===== src/rtl/mult_post.sv =====
// Purpose: converts sign/magnitude products from the multiplier pipeline into two's complement and buffers them in a small FIFO.
// Latency: one cycle from an in_rdy strobe into an empty buffer to res_valid with the converted value on res (show-ahead head).
// Backpressure: none toward the pipeline; res_ready pops the head, and an input arriving while full (with no pop) is dropped and sets sticky ovf.
module mult_post #(
  parameter int N     = 4,
  parameter int M     = 4,
  parameter int DEPTH = 4
) (
  input  logic                     clk,
  input  logic                     rstn,
  input  logic                     in_rdy,
  input  logic [M+N-1:0]           in_acc,
  input  logic                     in_flag,
  output logic                     res_valid,
  input  logic                     res_ready,
  output logic [M+N:0]             res,
  output logic [$clog2(DEPTH):0]   fill,
  output logic                     ovf,
  input  logic                     clr_ovf
);

  localparam int CW = $clog2(DEPTH) + 1;
  localparam int AW = $clog2(DEPTH);
  localparam int RW = M + N + 1;
  localparam logic [CW-1:0] FULL_CNT = CW'(DEPTH);

  logic [RW-1:0] mem [DEPTH];
  logic [AW-1:0] wr_ptr;
  logic [AW-1:0] rd_ptr;
  logic [RW-1:0] ext_acc;
  logic [RW-1:0] conv;
  logic          full;
  logic          pop;
  logic          push;
  logic          drop;

  // Sign conversion and push/pop/drop decisions for this cycle.
  always_comb begin
    ext_acc   = {1'b0, in_acc};
    // Negating zero wraps back to zero, so there is no negative zero.
    conv      = in_flag ? (~ext_acc + RW'(1)) : ext_acc;
    full      = (fill == FULL_CNT);
    res_valid = (fill != '0);
    pop       = res_valid & res_ready;
    push      = in_rdy & (~full | pop);
    drop      = in_rdy & full & ~pop;
    res       = res_valid ? mem[rd_ptr] : '0;
  end

  // Storage array; contents are only visible through res while res_valid is high, so no reset is needed.
  always_ff @(posedge clk) begin
    if (push) begin
      mem[wr_ptr] <= conv;
    end
  end

  // Pointers and occupancy count; pointers wrap naturally because DEPTH is a power of two.
  always_ff @(posedge clk or negedge rstn) begin
    if (!rstn) begin
      wr_ptr <= '0;
      rd_ptr <= '0;
      fill   <= '0;
    end else begin
      if (push) wr_ptr <= wr_ptr + AW'(1);
      if (pop)  rd_ptr <= rd_ptr + AW'(1);
      case ({push, pop})
        2'b10:   fill <= fill + CW'(1);
        2'b01:   fill <= fill - CW'(1);
        default: fill <= fill;
      endcase
    end
  end

  // Sticky overflow flag; a drop in the same cycle as a clear keeps it set.
  always_ff @(posedge clk or negedge rstn) begin
    if (!rstn) begin
      ovf <= 1'b0;
    end else if (drop) begin
      ovf <= 1'b1;
    end else if (clr_ovf) begin
      ovf <= 1'b0;
    end
  end

endmodule


===== config.mk =====
export PLATFORM = sky130hd
export DESIGN_NAME = mult_post
export DESIGN_NICKNAME = d
export VERILOG_FILES = /design/src/rtl/mult_post.sv
export SDC_FILE = /design/constraint.sdc
export NUM_CORES = 1
export LEC_CHECK = 0
export CAP_MARGIN = 10
export CORE_AREA = 2 2 62 64
export DETAILED_ROUTE_END_ITERATION = 12
export DIE_AREA = 0 0 64 66
export PLACE_DENSITY_LB_ADDON = 0.25
export SETUP_SLACK_MARGIN = 0.4
export SYNTH_ARGS = -nofsm -noshare
export SYNTH_HDL_FRONTEND = slang
export SYNTH_SLANG_ARGS = --single-unit

===== constraint.sdc =====
create_clock -name clk -period 6.2 [get_ports clk]
set_input_delay 1.86 -clock clk [delete_from_list [all_inputs] [get_ports clk]]
set_output_delay 1.86 -clock clk [all_outputs]
set_load 0.05 [all_outputs]

==> results.sh <==
export IMPL_outcome="finished clean"
export IMPL_antenna_found_initial=0
export IMPL_clockBufferDepth=2
export IMPL_synth_edf_count=36
export IMPL_r2r_start="fill[0]"
export IMPL_power_leakage_nw=0.8382
export IMPL_synthesis_nets=141
export IMPL_grt_max_degree=14
export IMPL_crit_arrival_ns=2.57
export IMPL_die_h_um=66
export IMPL_r2r_setup_slack_ns=3.89
export IMPL_synth_compound_area_share_pct=3.169
export IMPL_p_sw_mw=0.4895
export IMPL_final_common_cell="edfxtp_1"
export IMPL_powerDensity_nw_per_um2=512.1
export IMPL_crit_slowest_cell="dfrtp_1"
export IMPL_initial_core_util_pct=55.60
export IMPL_grt_overflow=0
export IMPL_num_rows=22
export IMPL_comb_power_share_pct=47.6
export IMPL_area_growth_syn_to_layout_pct=19.77
export IMPL_swShare_pct=40.42
export IMPL_end_kind="primary output"
export IMPL_min_period_ns=4.428
export IMPL_synthArstFlopShare_pct=18.18
export IMPL_finClkSkew_ns=0.002542
export IMPL_ys_warn_count=0
export IMPL_drc_errors=0
export IMPL_final_cell_mix="edfxtp_1 (36), clkdlybuf4s50_1 (27), and2_1 (14)"
export IMPL_multi_input_area_um2=639.4
export IMPL_cts_tree="built"
export IMPL_clkSlewWorstSetupHoldPaths_ns=0.12
export IMPL_ios=28
export IMPL_power_frac_seq_pct=38.3
export IMPL_cts_setup_buffers=0
export IMPL_via_count=1069
export IMPL_finalMaxSlewViolations=0
export IMPL_fmax_ghz=0.2258
export IMPL_drive_gt1_share_pct=12.58
export IMPL_cp_startpoint="rd_ptr[0]"
export IMPL_critical_path_endpoint="res[0]"
export IMPL_cp_cell_sequence="mux4_2 > and2_1 > clkdlybuf4s50_1"
export IMPL_htree_num_levels=2
export IMPL_rsz0062_at_grt="no"
export IMPL_dr_pass1_iters=4
export IMPL_drtIter0Drc=21
export IMPL_final_instance_count_excl_fill=199
export IMPL_tightest_slew_ns=0.6377
export IMPL_portBuffers=27
export IMPL_cts_made_buffers=5
export IMPL_nets=171
export IMPL_synth_simple_gate_area_share_pct=7.731
export IMPL_setup_violations=0
export IMPL_p_int_mw=0.7215
export IMPL_ant_nets=0
export IMPL_total_power_mw=1.211
export IMPL_fp_coreArea_um2=3551
export IMPL_synth_xor_xnor_area_share_pct=5.323
export IMPL_ff2ff_path_depth=9
export IMPL_critPathMaxStageDelay_ns=0.77
export IMPL_hold_violations=0
export IMPL_seqCellArea_um2=1281
export IMPL_routed_wl_um=3267
export IMPL_grt_pass1_wl_um=5285
export IMPL_clock_sinks=44
export IMPL_startpoint_type="register"
export IMPL_dp_hpwl_um=2363
export IMPL_muxShareOfSynthArea_pct=11.34
export IMPL_critPathKind="register to primary output"
export IMPL_cts_resized=0
export IMPL_grt_pass1_vias=1143
export IMPL_maxCapViolCount=0
export IMPL_placed_cells=191
export IMPL_post_drt_wl_per_cell_um=16.42
export IMPL_vdd_drop_max_mv=0.2502
export IMPL_synth_seq_cells=44
export IMPL_cts_hold_buf=0
export IMPL_dieArea_um2=4224
export IMPL_synth_seq_area_share_pct=64.89
export IMPL_vias_per_cell=5.372
export IMPL_synthesis_area_um2=1974
export IMPL_gp_congestion=0.8120
export IMPL_r2r_end="fill[2]"
export IMPL_fillers=258
export IMPL_clock_latency_ns=0.35
export IMPL_synth_top_family_by_area="multiplexers"
export IMPL_avgSynthCellArea_um2=16.45
export IMPL_cp_data_required_time_ns=4.34
export IMPL_synthAdderAreaFrac_pct=4.816
export IMPL_die_w_um=64
export IMPL_holdCritPathClass="register to register"
export IMPL_setup_tns_ns=0
export IMPL_synthFlopType="edfxtp_1"
export IMPL_num_antenna_cells=0
export IMPL_period_share_pct=71.42
export IMPL_whs_ns=0.5092
export IMPL_max_slew_margin_rel_pct=57.49
export IMPL_cp_max_fo=11
export IMPL_cts_root_buf="clkbuf_4"
export IMPL_clkPwrFrac_pct=14.1
export IMPL_syn_inst=120
export IMPL_ys_types=27
export IMPL_gr_usage_all_layers_pct=17.74
-- metrics by stage --
stage | util (%) | area (um2) | setup WS (ns)
2_1_floorplan | - | 1974 | 2.372
3_3_place_gp | 64.45 | 2288 | 2.071
3_5_place_dp | 64.45 | 2288 | 2.057
4_1_cts | 66.60 | 2365 | 1.704
5_1_grt | 66.60 | 2365 | 1.624
6_report | 66.60 | 2365 | 1.772
-- cell type report --
cell class,instances,area share (%)
clock buffers,6,1.746
well taps,48,2.540
inverters,10,1.587
flip-flops and latches,44,54.18
clock inverters,2,1.481
repair buffers,27,11.43
multi-input cells,62,27.04
-- sequential cells by signal (all words and copies together), names as in the netlist --
signal / flops
mem: 36
fill: 3
rd_ptr: 2
wr_ptr: 2
ovf: 1
-- cell usage after synthesis (2+ instances only) --
library cell	number	area, um2
and2_1	14	87.58
clkbuf_1	3	11.26
dfrtp_1	8	200.2
edfxtp_1	36	1081
ha_1	6	75.07
inv_1	10	37.54
mux4_2	9	202.7
nand2_1	2	7.510
o21ai_0	3	15.01
o31ai_1	2	15.01
xnor2_1	9	78.83
xor2_1	3	26.28
-- power groups by stage --
stage | logic (mW) | registers [mW] | clock network (mW)
3_3_place_gp | 0.571 | 0.468 | 0
5_1_grt | 0.615 | 0.474 | 0.188
4_1_cts | 0.584 | 0.467 | 0.177
3_5_place_dp | 0.582 | 0.474 | 0
2_1_floorplan | 0.406 | 0.472 | 0
6_report | 0.576 | 0.464 | 0.171
-- routing by layer --
layer,routed length [um],track usage (%)
met1,1293,20.26
met3,150,5.281
met2,1773,31.12
met4,49,7.337
met5,0,0
-- worst min-delay path by stage --
stage,start,endpoint,slack (ns),cells past startpoint
floorplan,wr_ptr[1],wr_ptr[1],0.53,1
global placement,fill[2],fill[2],0.49,1
detailed placement,fill[2],fill[2],0.50,1
CTS,fill[2],fill[2],0.51,1
global route,fill[2],fill[2],0.55,1
finish,fill[2],fill[2],0.51,1
-- cells by family (layout without fill, tap and decap cells) --
| group | Yosys count | after routing |
|---|---|---|
| flops | 44 | 44 |
| buf+inv | 14 | 45 |
| fa+ha+maj | 7 | 7 |
| compound gates | 8 | 8 |
| simple gates | 24 | 24 |
| xor+xnor | 12 | 12 |
| mux | 11 | 11 |
-- worst max-delay path, delay by kind of cell, from the launching register on --
kind / cells / cell delay [ns]
buffers and inverters: 1 / 0.71
and+or+nand+nor: 1 / 0.17
muxes: 1 / 0.57
DFF: 1 / 0.77
Note: power is estimated with default switching activity, not from simulation.
